**config.mk**
```make
export PLATFORM = sky130hd
export DESIGN_NAME = fp_mac_acc_flat
export DESIGN_NICKNAME = d
export VERILOG_FILES = /design/src/rtl/fp_mac_acc_if.sv /design/src/rtl/fp_mac_acc.sv /design/src/flat_wrapper.sv
export SDC_FILE = /design/constraint.sdc
export NUM_CORES = 1
export LEC_CHECK = 0
export ABC_AREA = 1
export BUFFER_PORTS_ARGS = -buffer_cell sky130_fd_sc_hd__buf_2
export CORE_MARGIN = 2
export CORE_UTILIZATION = 49
export CTS_CLUSTER_DIAMETER = 30
export DETAILED_ROUTE_END_ITERATION = 12
export GPL_ROUTABILITY_DRIVEN = 1
export MAX_ROUTING_LAYER = met4
export PLACE_DENSITY = 0.66
export SETUP_SLACK_MARGIN = 0.5
export SKIP_CTS_REPAIR_TIMING = 1
export SLEW_MARGIN = 20
export SYNTH_ARGS = -nofsm -noshare
export SYNTH_HDL_FRONTEND = slang
export SYNTH_SLANG_ARGS = --single-unit
export TNS_END_PERCENT = 100
```
**constraint.sdc**
```tcl
create_clock -name clk -period 14.9 [get_ports clk]
set_input_delay 1.49 -clock clk [delete_from_list [all_inputs] [get_ports clk]]
set_output_delay 1.49 -clock clk [all_outputs]
set_load 0.1 [all_outputs]
```
**src/rtl/fp_mac_acc_if.sv**
```systemverilog
// Operand-beat handshake (in_*) and normalized-result handshake (out_*) for fp_mac_acc.
// out_zcnt exists only when FP_MAC_ACC_ZSKIP_EN is defined.
interface fp_mac_acc_if #(
    parameter int EXP_W  = 5,
    parameter int MAN_W  = 10,
    parameter int NTAP_W = 6
);
    localparam int AW = 2 * MAN_W + 2;

    logic [NTAP_W-1:0] cfg_ntaps;
    logic              in_valid;
    logic              in_ready;
    logic              in_a_sgn;
    logic              in_b_sgn;
    logic [EXP_W-1:0]  in_a_exp;
    logic [EXP_W-1:0]  in_b_exp;
    logic [MAN_W-1:0]  in_a_man;
    logic [MAN_W-1:0]  in_b_man;
    logic              out_valid;
    logic              out_ready;
    logic              out_sgn;
    logic [EXP_W:0]    out_exp;
    logic [AW-1:0]     out_man;
    logic              out_ovf;
`ifdef FP_MAC_ACC_ZSKIP_EN
    logic [NTAP_W:0]   out_zcnt;
`endif

    modport master (
`ifdef FP_MAC_ACC_ZSKIP_EN
        input  out_zcnt,
`endif
        output cfg_ntaps, in_valid, in_a_sgn, in_b_sgn, in_a_exp, in_b_exp, in_a_man, in_b_man,
        input  in_ready,
        input  out_valid, out_sgn, out_exp, out_man, out_ovf,
        output out_ready
    );

    modport slave (
`ifdef FP_MAC_ACC_ZSKIP_EN
        output out_zcnt,
`endif
        input  cfg_ntaps, in_valid, in_a_sgn, in_b_sgn, in_a_exp, in_b_exp, in_a_man, in_b_man,
        output in_ready,
        output out_valid, out_sgn, out_exp, out_man, out_ovf,
        input  out_ready
    );
endinterface

```
**src/rtl/fp_mac_acc.sv**
```systemverilog
// Floating-point multiply-accumulate over a frame of cfg_ntaps+1 beats; FP_MAC_ACC_ZSKIP_EN gates zero products and adds out_zcnt.
// Latency: result valid 3 cycles after the last beat is accepted; one beat absorbed per cycle.
// Backpressure: in_ready low from last beat until the result handshake; result held while out_ready is low.
module fp_mac_acc #(
    parameter int EXP_W  = 5,
    parameter int MAN_W  = 10,
    parameter int NTAP_W = 6
) (
    input  logic        clk,
    input  logic        rst_n,
    fp_mac_acc_if.slave bus
);
    localparam int AW  = 2 * MAN_W + 2;
    localparam int AEW = EXP_W + 3;
    localparam int LZW = $clog2(AW);
    localparam logic [AEW:0] EMAX = (AEW+1)'((1 << (EXP_W + 1)) - 1);

    typedef enum logic [1:0] {IDLE, ACCUM, DRAIN, OUT} state_t;

    state_t            state;
    logic              in_rdy_q;
    logic [NTAP_W-1:0] ntaps_q, tap_cnt;
    logic              accept, start, acc_en;

    assign accept       = bus.in_valid && in_rdy_q;
    assign start        = accept && (state == IDLE);
    assign bus.in_ready = in_rdy_q;

    logic             p0_vld, p0_zero, p0_sgn;
    logic [EXP_W-1:0] p0_ea, p0_eb;
    logic [MAN_W-1:0] p0_ma, p0_mb;
    logic             p1_vld, p1_sgn;
    logic [AEW-1:0]   p1_exp;
    logic [AW-1:0]    p1_man;

    always_ff @(posedge clk or negedge rst_n) begin
        if (!rst_n) begin
            p0_vld <= 1'b0; p0_zero <= 1'b0; p0_sgn <= 1'b0;
            p0_ea  <= '0;   p0_eb   <= '0;   p0_ma  <= '0; p0_mb <= '0;
            p1_vld <= 1'b0; p1_sgn  <= 1'b0; p1_exp <= '0; p1_man <= '0;
        end else begin
            p0_vld <= accept;
            if (accept) begin
                p0_zero <= (bus.in_a_exp == '0) || (bus.in_b_exp == '0);
                p0_sgn  <= bus.in_a_sgn ^ bus.in_b_sgn;
                p0_ea   <= bus.in_a_exp;
                p0_eb   <= bus.in_b_exp;
                p0_ma   <= bus.in_a_man;
                p0_mb   <= bus.in_b_man;
            end
            p1_vld <= p0_vld;
            // Exponent rebased so the product reads as p1_man/2^(AW-1) * 2^(p1_exp-OB).
            if (p0_vld) begin
                p1_sgn <= p0_sgn && !p0_zero;
                p1_exp <= p0_zero ? '0 : AEW'(p0_ea) + AEW'(p0_eb) + AEW'(2);
                p1_man <= p0_zero ? '0 : AW'({1'b1, p0_ma}) * AW'({1'b1, p0_mb});
            end
        end
    end

    logic           acc_sgn, sum_sgn;
    logic [AEW-1:0] acc_exp, sum_exp, e_max, e_dif;
    logic [AW-1:0]  acc_man, sum_man, a_al, b_al;
    logic [AW:0]    raw;

    always_comb begin
        if (acc_exp >= p1_exp) begin
            e_max = acc_exp; e_dif = acc_exp - p1_exp; a_al = acc_man; b_al = p1_man >> e_dif;
        end else begin
            e_max = p1_exp; e_dif = p1_exp - acc_exp; a_al = acc_man >> e_dif; b_al = p1_man;
        end
        if (acc_sgn == p1_sgn) begin
            raw = {1'b0, a_al} + {1'b0, b_al}; sum_sgn = acc_sgn;
        end else if (a_al >= b_al) begin
            raw = {1'b0, a_al - b_al}; sum_sgn = acc_sgn;
        end else begin
            raw = {1'b0, b_al - a_al}; sum_sgn = p1_sgn;
        end
        if (raw[AW]) begin
            sum_man = raw[AW:1]; sum_exp = e_max + AEW'(1);
        end else begin
            sum_man = raw[AW-1:0]; sum_exp = e_max;
        end
        // An empty accumulator takes the product as-is so no precision is lost to a stale exponent.
        if (acc_man == '0) begin
            sum_sgn = p1_sgn; sum_exp = p1_exp; sum_man = p1_man;
        end
        if (sum_man == '0) sum_sgn = 1'b0;
    end

`ifdef FP_MAC_ACC_ZSKIP_EN
    logic            p1_zero;
    logic [NTAP_W:0] zcnt, zcnt_q;
    assign p1_zero = (p1_man == '0);
    assign acc_en  = p1_vld && !p1_zero;

    always_ff @(posedge clk or negedge rst_n) begin
        if (!rst_n)                zcnt <= '0;
        else if (start)            zcnt <= '0;
        else if (p1_vld && p1_zero) zcnt <= zcnt + (NTAP_W+1)'(1);
    end
    assign bus.out_zcnt = zcnt_q;
`else
    assign acc_en = p1_vld;
`endif

    always_ff @(posedge clk or negedge rst_n) begin
        if (!rst_n) begin
            acc_sgn <= 1'b0; acc_exp <= '0; acc_man <= '0;
        end else if (start) begin
            acc_sgn <= 1'b0; acc_exp <= '0; acc_man <= '0;
        end else if (acc_en) begin
            acc_sgn <= sum_sgn; acc_exp <= sum_exp; acc_man <= sum_man;
        end
    end

    logic [LZW-1:0] msb, lz;
    logic [AEW+1:0] ne;
    logic [AW-1:0]  norm_man;
    logic           res_zero, res_sat;

    always_comb begin
        msb = '0;
        for (int i = 0; i < AW; i++) if (acc_man[i]) msb = LZW'(i);
        lz       = LZW'(AW - 1) - msb;
        ne       = {2'b00, acc_exp} - (AEW+2)'(lz);
        norm_man = acc_man << lz;
    end
    assign res_zero = (acc_man == '0) || ne[AEW+1] || (ne == '0);
    assign res_sat  = !res_zero && (ne[AEW:0] > EMAX);

    logic              out_vld_q, out_sgn_q, out_ovf_q;
    logic [EXP_W:0]    out_exp_q;
    logic [AW-1:0]     out_man_q;

    always_ff @(posedge clk or negedge rst_n) begin
        if (!rst_n) begin
            state   <= IDLE; in_rdy_q <= 1'b0; ntaps_q <= '0; tap_cnt <= '0;
            out_vld_q <= 1'b0; out_sgn_q <= 1'b0; out_exp_q <= '0; out_man_q <= '0; out_ovf_q <= 1'b0;
`ifdef FP_MAC_ACC_ZSKIP_EN
            zcnt_q  <= '0;
`endif
        end else begin
            case (state)
                IDLE: begin
                    in_rdy_q <= 1'b1;
                    if (accept) begin
                        ntaps_q <= bus.cfg_ntaps;
                        tap_cnt <= NTAP_W'(1);
                        if (bus.cfg_ntaps == '0) begin
                            state <= DRAIN; in_rdy_q <= 1'b0;
                        end else begin
                            state <= ACCUM;
                        end
                    end
                end
                ACCUM: if (accept) begin
                    if (tap_cnt == ntaps_q) begin
                        state <= DRAIN; in_rdy_q <= 1'b0;
                    end else begin
                        tap_cnt <= tap_cnt + NTAP_W'(1);
                    end
                end
                DRAIN: if (!p0_vld && !p1_vld) begin
                    state     <= OUT;
                    out_vld_q <= 1'b1;
                    out_sgn_q <= res_zero ? 1'b0 : acc_sgn;
                    out_exp_q <= res_zero ? '0 : (res_sat ? '1 : ne[EXP_W:0]);
                    out_man_q <= res_zero ? '0 : (res_sat ? '1 : norm_man);
                    out_ovf_q <= res_sat;
`ifdef FP_MAC_ACC_ZSKIP_EN
                    zcnt_q    <= zcnt;
`endif
                end
                OUT: if (bus.out_ready) begin
                    state <= IDLE; out_vld_q <= 1'b0; in_rdy_q <= 1'b1;
                end
                default: state <= IDLE;
            endcase
        end
    end

    assign bus.out_valid = out_vld_q;
    assign bus.out_sgn   = out_sgn_q;
    assign bus.out_exp   = out_exp_q;
    assign bus.out_man   = out_man_q;
    assign bus.out_ovf   = out_ovf_q;
endmodule

```
**src/flat_wrapper.sv**
```systemverilog
// flat-port wrapper written by rule: the top's interface ports become plain ports
module fp_mac_acc_flat 
#(
    parameter int EXP_W  = 5,
    parameter int MAN_W  = 10,
    parameter int NTAP_W = 6
)
  (clk, rst_n, bus_cfg_ntaps, bus_in_valid, bus_in_a_sgn, bus_in_b_sgn, bus_in_a_exp, bus_in_b_exp, bus_in_a_man, bus_in_b_man, bus_in_ready, bus_out_valid, bus_out_sgn, bus_out_exp, bus_out_man, bus_out_ovf, bus_out_ready);
  fp_mac_acc_if #(.EXP_W(EXP_W), .MAN_W(MAN_W), .NTAP_W(NTAP_W)) bus_i ();
  input  logic clk;
  input  logic rst_n;
  input wire logic [$bits(bus_i.cfg_ntaps)-1:0] bus_cfg_ntaps;
  input wire logic [$bits(bus_i.in_valid)-1:0] bus_in_valid;
  input wire logic [$bits(bus_i.in_a_sgn)-1:0] bus_in_a_sgn;
  input wire logic [$bits(bus_i.in_b_sgn)-1:0] bus_in_b_sgn;
  input wire logic [$bits(bus_i.in_a_exp)-1:0] bus_in_a_exp;
  input wire logic [$bits(bus_i.in_b_exp)-1:0] bus_in_b_exp;
  input wire logic [$bits(bus_i.in_a_man)-1:0] bus_in_a_man;
  input wire logic [$bits(bus_i.in_b_man)-1:0] bus_in_b_man;
  output wire logic [$bits(bus_i.in_ready)-1:0] bus_in_ready;
  output wire logic [$bits(bus_i.out_valid)-1:0] bus_out_valid;
  output wire logic [$bits(bus_i.out_sgn)-1:0] bus_out_sgn;
  output wire logic [$bits(bus_i.out_exp)-1:0] bus_out_exp;
  output wire logic [$bits(bus_i.out_man)-1:0] bus_out_man;
  output wire logic [$bits(bus_i.out_ovf)-1:0] bus_out_ovf;
  input wire logic [$bits(bus_i.out_ready)-1:0] bus_out_ready;
  assign bus_i.cfg_ntaps = bus_cfg_ntaps;
  assign bus_i.in_valid = bus_in_valid;
  assign bus_i.in_a_sgn = bus_in_a_sgn;
  assign bus_i.in_b_sgn = bus_in_b_sgn;
  assign bus_i.in_a_exp = bus_in_a_exp;
  assign bus_i.in_b_exp = bus_in_b_exp;
  assign bus_i.in_a_man = bus_in_a_man;
  assign bus_i.in_b_man = bus_in_b_man;
  assign bus_in_ready = bus_i.in_ready;
  assign bus_out_valid = bus_i.out_valid;
  assign bus_out_sgn = bus_i.out_sgn;
  assign bus_out_exp = bus_i.out_exp;
  assign bus_out_man = bus_i.out_man;
  assign bus_out_ovf = bus_i.out_ovf;
  assign bus_i.out_ready = bus_out_ready;
  fp_mac_acc #(.EXP_W(EXP_W), .MAN_W(MAN_W), .NTAP_W(NTAP_W)) u_core (.clk(clk), .rst_n(rst_n), .bus(bus_i));
endmodule
```
==> key figures <==
Logic synthesis
  – Synth Warn #: 0
  – Mapped Cells: 2934
  – Predominant post-synthesis flop cell: dfrtp_1
  – Post-Synth Adder-Cell Area: 19.4%
  – Post-Syn Nets: 3220
  – Synth top area share: 18.5%
  – Post-Syn Area: 19100 um^2
  – Complex-gate fraction of the synthesized area: about 17%
  – Largest family of logic cells by synthesized area: simple AND/OR/NAND/NOR gates
  – XOR/XNOR share of the synthesized area: about 3.8%
  – Synth top area cells: dfrtp_1, nand2_1, ha_1, fa_1, inv_1
  – EDFF count, synth: 0
  – Synth cell types: 72
  – Mux cell area share after synthesis: 0.105%
  – Ys async rst share: 100%
  – Leading area contributor after synthesis: dfrtp_1
  – Post-Syn Area per Cell: 6.52 um^2
  – #FFs+latches synth: approximately 140
  – Part of the Yosys area used for sequential elements: 18.5%
  – Post-Synth Simple-Gate Area: 28.9%

Layout
  – P&R area growth vs syn: 5.76%
  – # nets final: 3204
  – Final instance area: 20200 um^2
  – Share of post-route cells with drive strength above 1: 7.71%
  – # diodes: 0
  – Fill cells: 4057

STA
  – Final min period: 6.89 ns
  – TNS Setup: 0 ns
  – Clock Skew: 0.0150 ns
  – Final Hold Vio Count: 0
  – Final worst-path cycle share: 46.3%
  – Final setup violation count: 0
  – RSZ-0062 raised after global routing: no
  – Setup slack after layout: 8.01 ns
  – Fin. max-slew vios: 0
  – Fmax achieved: 145 MHz
  – Slew @ Worst Pin: 1.01 ns
  – Worst relative slew slack: 32.4%

GRT
  – Largest net degree at the start of global routing: 81
  – Vias in the first global route: roughly 18000
  – Initial antenna violation count: 0
  – First-pass GRT wire length: ~100 mm
  – GRT overflow: 0
  – Tot GR Track Use: 31.9%

Clock tree
  – CTS Root Cell: clkbuf_16
  – Clock Sinks: between 100 and 150
  – Max clock buf depth: 2
  – TritonCTS clock tree: yes
  – Clock Latency Late Sink: between 0.4 and 0.5 ns
  – H-tree Lvls: 4
  – Reg clk slew, reported paths: 0.07 ns
  – TritonCTS buffer count: 17

Critical path
  – CP Class: register to register
  – CP Capture Type: register
  – Startpoint types: register
  – Reg2reg setup slack: 8.01 ns
  – CP required: 15.24 ns
  – Max FO, Critical Path: 27
  – Critical Path End: u_core.acc_sgn$_DFFE_PN0P_
  – Slowest stage delay, CP: 0.97 ns
  – Reg2Reg Depth: 28
  – Worst Path Arrival: 7.23 ns
  – Most used cell, CP: nand2_1
  – FF-to-FF End: u_core.acc_sgn$_DFFE_PN0P_
  – Slowest-stage cell, CP: fa_1
  – Reg2reg start: u_core.p1_exp[0]$_DFFE_PN0P_
  – CP startpoint: u_core.p1_exp[0]$_DFFE_PN0P_

Hold path
  – Hold WC Path Type: register to register

Drt
  – Final WL: 62.8 mm
  – WL/cell: 18.2 um
  – DR vias/cell: about 5.6
  – Initial DRC Count: approximately 1600
  – Drt drc: 0
  – DR pass1 iterations: 6
  – Antenna Nets Post-Route: 0
  – Routed vias: 19400

Floorplan
  – Io pins: 74
  – Die H: 202 um
  – Row count: 72
  – DIE AREA: between 40000 and 50000 um^2
  – Overall die width: 202 um
  – Core area: 38600 um^2
  – Initial Utilization: between 40 and 50%

Outcome
  – Status: finished, final reports clean

Run
  – Max Cap Violations: 0

Placement
  – GPL Wtd Cong: around 1.1
  – Port bufs: 73
  – DP HPWL: around 50 mm
  – DP Worst Slack: 8.19 ns
  – Placed inst area: 19600 um^2
how the worst min path moves through the flow:
stage / startpoint / end / slack, ns / depth (start not counted)
detailed placement: u_core.bus.out_man[9]$_DFFE_PN0P_ / u_core.bus.out_man[9]$_DFFE_PN0P_ / 0.46 / 2
CTS: u_core.bus.out_man[0]$_DFFE_PN0P_ / u_core.bus.out_man[0]$_DFFE_PN0P_ / 0.48 / 1
global placement: u_core.bus.out_man[21]$_DFFE_PN0P_ / u_core.bus.out_man[21]$_DFFE_PN0P_ / 0.46 / 2
floorplan: u_core.p0_vld$_DFF_PN0_ / u_core.acc_en$_DFF_PN0_ / 0.41 / 0
global route: u_core.bus.out_man[0]$_DFFE_PN0P_ / u_core.bus.out_man[0]$_DFFE_PN0P_ / 0.49 / 1
finish: u_core.bus.out_man[0]$_DFFE_PN0P_ / u_core.bus.out_man[0]$_DFFE_PN0P_ / 0.47 / 1
cells by family (layout without fill, tap and decap cells):
kind of cell,Yosys count,in the layout
AND/OR/NAND/NOR,1326,1326
XOR/XNOR,81,81
multiplexers,2,2
buffers and inverters,594,591
flip-flops,141,141
AO/OA/AOI/OAI,546,546
adder cells (fa/ha/maj),244,244
synth_stat cells (6+ instances only):
library cell,count
nand2_1,882
inv_1,430
nand3_1,187
o21ai_0,163
nor2_1,159
ha_1,157
dfrtp_1,141
a21oi_1,125
o21ai_1,93
fa_1,87
xor2_1,69
clkbuf_1,68
inv_2,36
o22ai_1,32
nor3_1,24
nand4_1,23
buf_2,21
o211ai_1,21
a21o_1,17
a21oi_2,11
buf_1,10
buf_4,10
buf_6,10
o21ai_2,10
xnor2_1,10
a31oi_1,9
nor2_2,8
o21bai_1,8
a211oi_1,7
o221ai_1,7
nand2_2,6
o2111ai_1,6
layer usage:
layer	global-route usage (%)	wire (um)
met1	42.2	27700
met2	50.8	29000
met3	4.41	4080
met4	10.1	1950
met5	-	0
stage by stage:
| stage | instances | hold WS [ns] | util (%) |
|---|---|---|---|
| final | 3449 | 0.475 | 52.5 |
| after global routing | 3449 | 0.491 | 52.5 |
| after CTS | 3449 | 0.478 | 52.4 |
| after detailed placement | 3417 | 0.463 | 51.0 |
| after global placement | 3417 | 0.457 | 51.0 |
| after floorplan | 2934 | 0.411 | - |
sequential cells by signal, summed over array words and instances, names as in the netlist, 7 cells and up:
register and flops:
u_core.acc_man 22, u_core.bus.out_man 22, u_core.p1_man 22, u_core.p0_ma 10, u_core.p0_mb 10, u_core.acc_exp 8, u_core.p1_exp 7
cell usage in the layout, fill, tap and decap left out, types with 6 or more instances in the layout:
cell type and instances:
nand4_1 23, nand3_1 187, nor2_2 8, xnor2_1 10, a21o_1 17, o21bai_1 8, nor3_1 24, buf_4 10
nand2_2 6, inv_2 36, nor2_1 159, a211oi_1 7, a31oi_1 8, a21oi_1 125, o21ai_2 10, buf_2 72
o21ai_1 93, dfrtp_1 141, fa_1 87, a21oi_2 11, o2111ai_1 6, xor2_1 69, o221ai_1 7, o22ai_1 32
o211ai_1 21, nand2_1 882, inv_1 430, clkbuf_16 17, o21ai_0 163, ha_1 157
critical path, delay by kind of cell (launching register included):
family / cells / cell delay (ns)
AND/OR/NAND/NOR: 12 / 1.44
buffers and inverters: 4 / 1.03
flip-flops: 1 / 0.37
adder cells (fa/ha/maj): 3 / 1.83
AO/OA/AOI/OAI: 9 / 2.09
area by class of cell:
cell class | count | area [um^2] | share of cell area (%)
Clock buffer | 18 | 439 | 2.17
Clock inverter | 14 | 128 | 0.631
Inverter | 475 | 1790 | 8.86
Multi-Input combinational cell | 2199 | 13200 | 65.4
Sequential cell | 141 | 3530 | 17.4
Tap cell | 518 | 648 | 3.20
Timing Repair Buffer | 84 | 458 | 2.26
Power is not shown: default switching activity piles up to over one toggle a cycle in this logic, so the estimate is an artifact.
